==> src/rtl/delay_arbiter_pkg.sv <==
// Shared definitions for the delay arbiter: FSM state encoding and default sizing.
package delay_arbiter_pkg;

    typedef enum logic [1:0] {
        ST_IDLE  = 2'd0,
        ST_COUNT = 2'd1,
        ST_DONE  = 2'd2
    } state_t;

    localparam int unsigned DEF_N  = 4;
    localparam int unsigned DEF_W  = 32;
    localparam int unsigned DEF_IW = 2;

endpackage

==> src/rtl/delay_arbiter_wrap_counter.sv <==
// W-bit up counter with synchronous clear, count enable and asynchronous reset.
module wrap_counter #(
    parameter int unsigned W = 32
) (
    input  logic         clk,
    input  logic         rst,
    input  logic         i_clr,
    input  logic         i_en,
    output logic [W-1:0] o_q
);

    logic [W-1:0] r_q;

    // Clear wins over enable; otherwise advance by one when enabled.
    always_ff @(posedge clk or posedge rst) begin
        if (rst) begin
            r_q <= '0;
        end else if (i_clr) begin
            r_q <= '0;
        end else if (i_en) begin
            r_q <= r_q + W'(1);
        end
    end

    assign o_q = r_q;

endmodule

==> src/rtl/delay_arbiter.sv <==
// Round-robin arbiter that lends one shared delay counter to N requesters.
// The owner gets grant for until+1 cycles, then a single-cycle done pulse.
module delay_arbiter
    import delay_arbiter_pkg::*;
#(
    parameter int unsigned N  = DEF_N,
    parameter int unsigned W  = DEF_W,
    parameter int unsigned IW = DEF_IW
) (
    input  logic           clk,
    input  logic           rst,
    input  logic [N-1:0]   i_req,
    input  logic [N*W-1:0] i_until,
    output logic [N-1:0]   o_grant,
    output logic [N-1:0]   o_done,
    output logic           o_busy,
    output logic [IW-1:0]  o_owner,
    output logic [W-1:0]   o_count
);

    localparam logic [N-1:0] ONE_HOT0 = N'(1);

    state_t        r_state;
    logic [N-1:0]  r_grant;
    logic [N-1:0]  r_done;
    logic [IW-1:0] r_owner;
    logic [IW-1:0] r_ptr;
    logic [W-1:0]  r_until_l;

    logic [W-1:0]  w_until_arr [N];
    logic [IW-1:0] w_pick;
    logic          w_owner_req;
    logic          w_terminal;
    logic          w_cnt_en;
    logic          w_cnt_clr;
    logic [W-1:0]  w_count;

    // First set request bit searching upward from p+1, wrapping at N.
    function automatic logic [IW-1:0] rr_pick(input logic [N-1:0] r, input logic [IW-1:0] p);
        logic [IW-1:0] win;
        logic [IW-1:0] sel;
        logic          found;
        int unsigned   idx;
        win   = '0;
        found = 1'b0;
        for (int unsigned k = 1; k <= N; k++) begin
            idx = 32'(p) + k;
            if (idx >= N) begin
                idx = idx - N;
            end
            sel = IW'(idx);
            if (!found && r[sel]) begin
                win   = sel;
                found = 1'b1;
            end
        end
        return win;
    endfunction

    // Split the flat terminal-value bus into per-requester slices.
    always_comb begin
        for (int unsigned i = 0; i < N; i++) begin
            w_until_arr[i] = i_until[i*W +: W];
        end
    end

    assign w_pick      = rr_pick(i_req, r_ptr);
    assign w_owner_req = i_req[r_owner];
    assign w_terminal  = (w_count == r_until_l);

    // The counter holds at the terminal value through DONE so it can never
    // run past all-ones; it is cleared outside COUNT and on abort.
    assign w_cnt_en  = (r_state == ST_COUNT) && w_owner_req && !w_terminal;
    assign w_cnt_clr = (r_state != ST_COUNT) || !w_owner_req;

    wrap_counter #(
        .W (W)
    ) u_counter (
        .clk   (clk),
        .rst   (rst),
        .i_clr (w_cnt_clr),
        .i_en  (w_cnt_en),
        .o_q   (w_count)
    );

    // Arbitration FSM with registered grant/done/owner outputs.
    always_ff @(posedge clk or posedge rst) begin
        if (rst) begin
            r_state   <= ST_IDLE;
            r_grant   <= '0;
            r_done    <= '0;
            r_owner   <= '0;
            r_ptr     <= IW'(N - 1);
            r_until_l <= '0;
        end else begin
            case (r_state)
                ST_IDLE: begin
                    r_done <= '0;
                    if (i_req != '0) begin
                        r_owner   <= w_pick;
                        r_ptr     <= w_pick;
                        r_until_l <= w_until_arr[w_pick];
                        r_grant   <= ONE_HOT0 << w_pick;
                        r_state   <= ST_COUNT;
                    end else begin
                        r_grant <= '0;
                    end
                end
                ST_COUNT: begin
                    // Abort is tested first so it beats a same-cycle terminal match.
                    if (!w_owner_req) begin
                        r_grant <= '0;
                        r_state <= ST_IDLE;
                    end else if (w_terminal) begin
                        r_grant <= '0;
                        r_done  <= ONE_HOT0 << r_owner;
                        r_state <= ST_DONE;
                    end
                end
                ST_DONE: begin
                    r_done  <= '0;
                    r_grant <= '0;
                    r_state <= ST_IDLE;
                end
                default: begin
                    r_grant <= '0;
                    r_done  <= '0;
                    r_state <= ST_IDLE;
                end
            endcase
        end
    end

    assign o_busy  = (r_state == ST_COUNT) || (r_state == ST_DONE);
    assign o_grant = r_grant;
    assign o_done  = r_done;
    assign o_owner = r_owner;
    assign o_count = w_count;

endmodule

==> config.mk <==
export PLATFORM = sky130hd
export DESIGN_NAME = delay_arbiter
export DESIGN_NICKNAME = d
export VERILOG_FILES = /design/src/rtl/delay_arbiter_pkg.sv /design/src/rtl/delay_arbiter_wrap_counter.sv /design/src/rtl/delay_arbiter.sv
export SDC_FILE = /design/constraint.sdc
export NUM_CORES = 1
export LEC_CHECK = 0
export CAP_MARGIN = 0
export CORE_ASPECT_RATIO = 1.75
export CORE_MARGIN = 1
export CORE_UTILIZATION = 49
export DETAILED_ROUTE_END_ITERATION = 7
export PLACE_DENSITY = 0.87
export SETUP_SLACK_MARGIN = 0.05
export SLEW_MARGIN = 20
export SYNTH_ARGS = -nofsm -noshare
export SYNTH_HDL_FRONTEND = slang
export SYNTH_SLANG_ARGS = --single-unit
==> constraint.sdc <==
create_clock -name clk -period 5.95 [get_ports clk]
set_input_delay 0.595 -clock clk [delete_from_list [all_inputs] [get_ports clk]]
set_output_delay 0.595 -clock clk [all_outputs]
set_load 0.1 [all_outputs]
==> results.json <==
{
  "syn_area_um2": 4880,
  "min_path_cells": 2,
  "cts_max_path_buffers": 2,
  "cts_buffers": 9,
  "slowest_delay_ns": 0.77,
  "slew_headroom": 0.293,
  "finalInstanceArea_um2": 6990,
  "worstMarginPinSlew_ns": 1.06,
  "hold_path.class": "reg2reg",
  "syn_nets": 636,
  "layout-drive-gt1-share": 0.0711,
  "die_w_um": 77.4,
  "power-per-cell-area_nw_per_um2": 372,
  "synthCells": 499,
  "start_kind": "input pin",
  "syn2layout_area_growth_pct": 43.3,
  "r2r_slack_ns": 3.28,
  "synth-seq-cells": 78,
  "cts-htree-levels": 3,
  "dieArea_um2": 10400,
  "final_nets": 793,
  "dpl_cell_area_um2": 6680,
  "power_leakage_nw": 2.89,
  "ctsResizeCount": 0,
  "path_cells": "clkdlybuf4s50_1 > a21oi_1 > a31oi_1 > a21oi_4 > buf_4 > mux2i_1 > o221ai_1",
  "place_congestion": 0.867,
  "cp.arrival_ns": 3.03,
  "status": "complete, no violations",
  "dr_total_vias": 4685,
  "cts_root_buffer": "clkbuf_16",
  "ys_dominant_reg_cell": "dfrtp_1",
  "first_pass_iters": 5,
  "n_fill_cell": 668,
  "antenna_cells": 0,
  "gr-total-overflow": 0,
  "drt_wl_total_mm": 14.5,
  "numPortBuffers": 176,
  "synth_edf_count": 0,
  "dp.final_hpwl_mm": 11.1,
  "yosysWarnings": 0,
  "timing.final.crit_period_ns": 2.87,
  "ioPinCount": 177,
  "coreArea_um2": 9590,
  "fmax_ghz": 0.349,
  "drv_slew": 0,
  "ant_nets": 0,
  "grt_start_max_net_pins": 79,
  "cp.required_ns": 6.11,
  "fin_worst_skew_ns": 0.0101,
  "gr-usage-all-layers": 0.295,
  "drv_cap": 0,
  "rows": 47,
  "post_cts_buffers": 0,
  "setup_tns_ns": 0,
  "cts_hold_buf": 0,
  "cts_sinks": 78,
  "drt_iter0_markers": 455,
  "vias_per_cell": 5.98,
  "ys_seq_area_frac": 0.401,
  "antenna_found_initial": 0,
  "setup_violations": 0,
  "r2r_end": "r_until_l[14]",
  "cts.clk_slew.worst_paths_ns": 0.05,
  "yosys.cell_types.count": 56,
  "worstReg2RegStart": "r_ptr[1]",
  "grt_pass1_vias": 4672,
  "clkLatencyLatePin_ns": 0.34,
  "cp-end-kind": "flop",
  "min_period_over_period": 0.482,
  "start_util": 0.509,
  "fp.dieH_um": 134,
  "grt_pass1_wl_mm": 23.4,
  "syn_avg_cell_area_um2": 9.77,
  "hold_path_end": "r_until_l[3]",
  "remaining_drc_errors": 0,
  "hold_slack_ns": 0.510,
  "path_max_fanout": 59,
  "min_from": "r_until_l[3]",
  "crit_type": "in2reg",
  "rsz0062_at_grt": "no",
  "rr_worst_depth": 5,
  "wire_per_inst_um": 18.6,
  "ir_worst_vdd_uv": 227,
  "report.final.hold_viol_count": 0,
  "cts_tree": "done",
  "async_flop_share": 1.00,
  "slowest_stage": "buf_4"
}
==> logic make-up (layout without fill, tap and decap cells) <==
| family | Yosys count | count (layout) | synth area share |
|---|---|---|---|
| buf+inv | 44 | 206 | 0.0387 |
| mux | 77 | 77 | 0.162 |
| flops | 78 | 78 | 0.401 |
| xor+xnor | 39 | 39 | 0.0700 |
| fa+ha+maj | 3 | 3 | 0.00770 |
| compound gates | 93 | 93 | 0.139 |
| simple gates | 165 | 165 | 0.182 |
==> layout by cell type, fill, tap and decap left out, types with 3 or more instances in the layout <==
master           count
inv_1                8
o21ai_0              6
or3_1                3
and3_1               3
a211oi_1             3
ha_1                 3
nand3_1             10
clkbuf_16            9
a21oi_1             22
dfrtp_1             76
xnor2_1             38
a31o_2               5
nand2b_1             4
or4_1               11
nand4_1             13
buf_4                4
nor2_1              24
clkdlybuf4s50_1    176
mux2i_1             72
nor4_4               3
mux2_2               4
o31ai_1             10
o221ai_1            33
nand2_1             70
==> worst max-delay path: cells and delay by family <==
kind | cells | cell delay, ns
compound gates | 4 | 0.78
mux | 1 | 0.35
buf+inv | 2 | 1.26
==> through the flow <==
step	cells	setup slack [ns]	util	total power, W
6_report	783	3.08	0.729	0.00260
5_1_grt	783	2.92	0.729	0.00273
4_1_cts	783	3.09	0.729	0.00260
3_5_place_dp	767	2.73	0.697	0.00203
3_3_place_gp	767	2.87	0.697	0.00200
2_1_floorplan	499	3.22	-	0.00170
==> power by group <==
| group | leakage [nW] | internal (W) | switching, W |
|---|---|---|---|
| combinational | 1.72 | 0.000490 | 0.000728 |
| sequential | 1.02 | 0.000683 | 0.000133 |
| clock | 0.146 | 0.000347 | 0.000215 |
==> cell usage after synthesis, types with 9 or more instances <==
| master | number | share of area |
|---|---|---|
| nor2_1 | 24 | 0.018 |
| mux2i_1 | 72 | 0.15 |
| nand3_1 | 10 | 0.010 |
| o31ai_1 | 10 | 0.015 |
| or4_1 | 11 | 0.017 |
| clkbuf_1 | 20 | 0.015 |
| xnor2_1 | 38 | 0.068 |
| inv_1 | 9 | 0.0069 |
| nand4_1 | 13 | 0.017 |
| nand2_1 | 72 | 0.055 |
| o221ai_1 | 33 | 0.059 |
| dfrtp_1 | 76 | 0.39 |
| a21oi_1 | 23 | 0.024 |
==> registers in the layout (all words and copies together), names as in the netlist <==
register       cells
r_state            2
r_ptr              2
r_until_l         32
o_owner            2
o_done             4
o_grant            4
u_counter.o_q     32
==> worst max-delay path by stage <==
| stage | startpoint | cells after the start | to | slack, ns |
|---|---|---|---|---|
| 2_1_floorplan | u_counter.o_q[2] | 9 | u_counter.o_q[1] | 3.22 |
| 3_3_place_gp | i_req[0] | 5 | r_until_l[9] | 2.87 |
| 3_5_place_dp | i_req[3] | 6 | r_until_l[14] | 2.73 |
| 4_1_cts | i_req[3] | 6 | r_until_l[14] | 3.09 |
| 5_1_grt | i_req[3] | 6 | r_until_l[14] | 2.92 |
| 6_report | i_req[1] | 7 | r_until_l[14] | 3.08 |
==> per-layer routing <==
metal	wire (um)	global-route usage
met2	7680	0.509
met1	5090	0.329
met3	748	0.0456
met4	1010	0.204
met5	0	0
==> layout make-up <==
| class | instances | area [um^2] | area share |
|---|---|---|---|
| clock buffer | 13 | 260 | 0.0372 |
| tap | 122 | 153 | 0.0218 |
| inverter | 10 | 37.5 | 0.00537 |
| timing repair buffer | 180 | 1790 | 0.256 |
| sequential | 78 | 1950 | 0.280 |
| multi-input combinational | 377 | 2750 | 0.393 |
| clock inverter | 3 | 42.5 | 0.00609 |
Power figures use the tool's default switching activity.
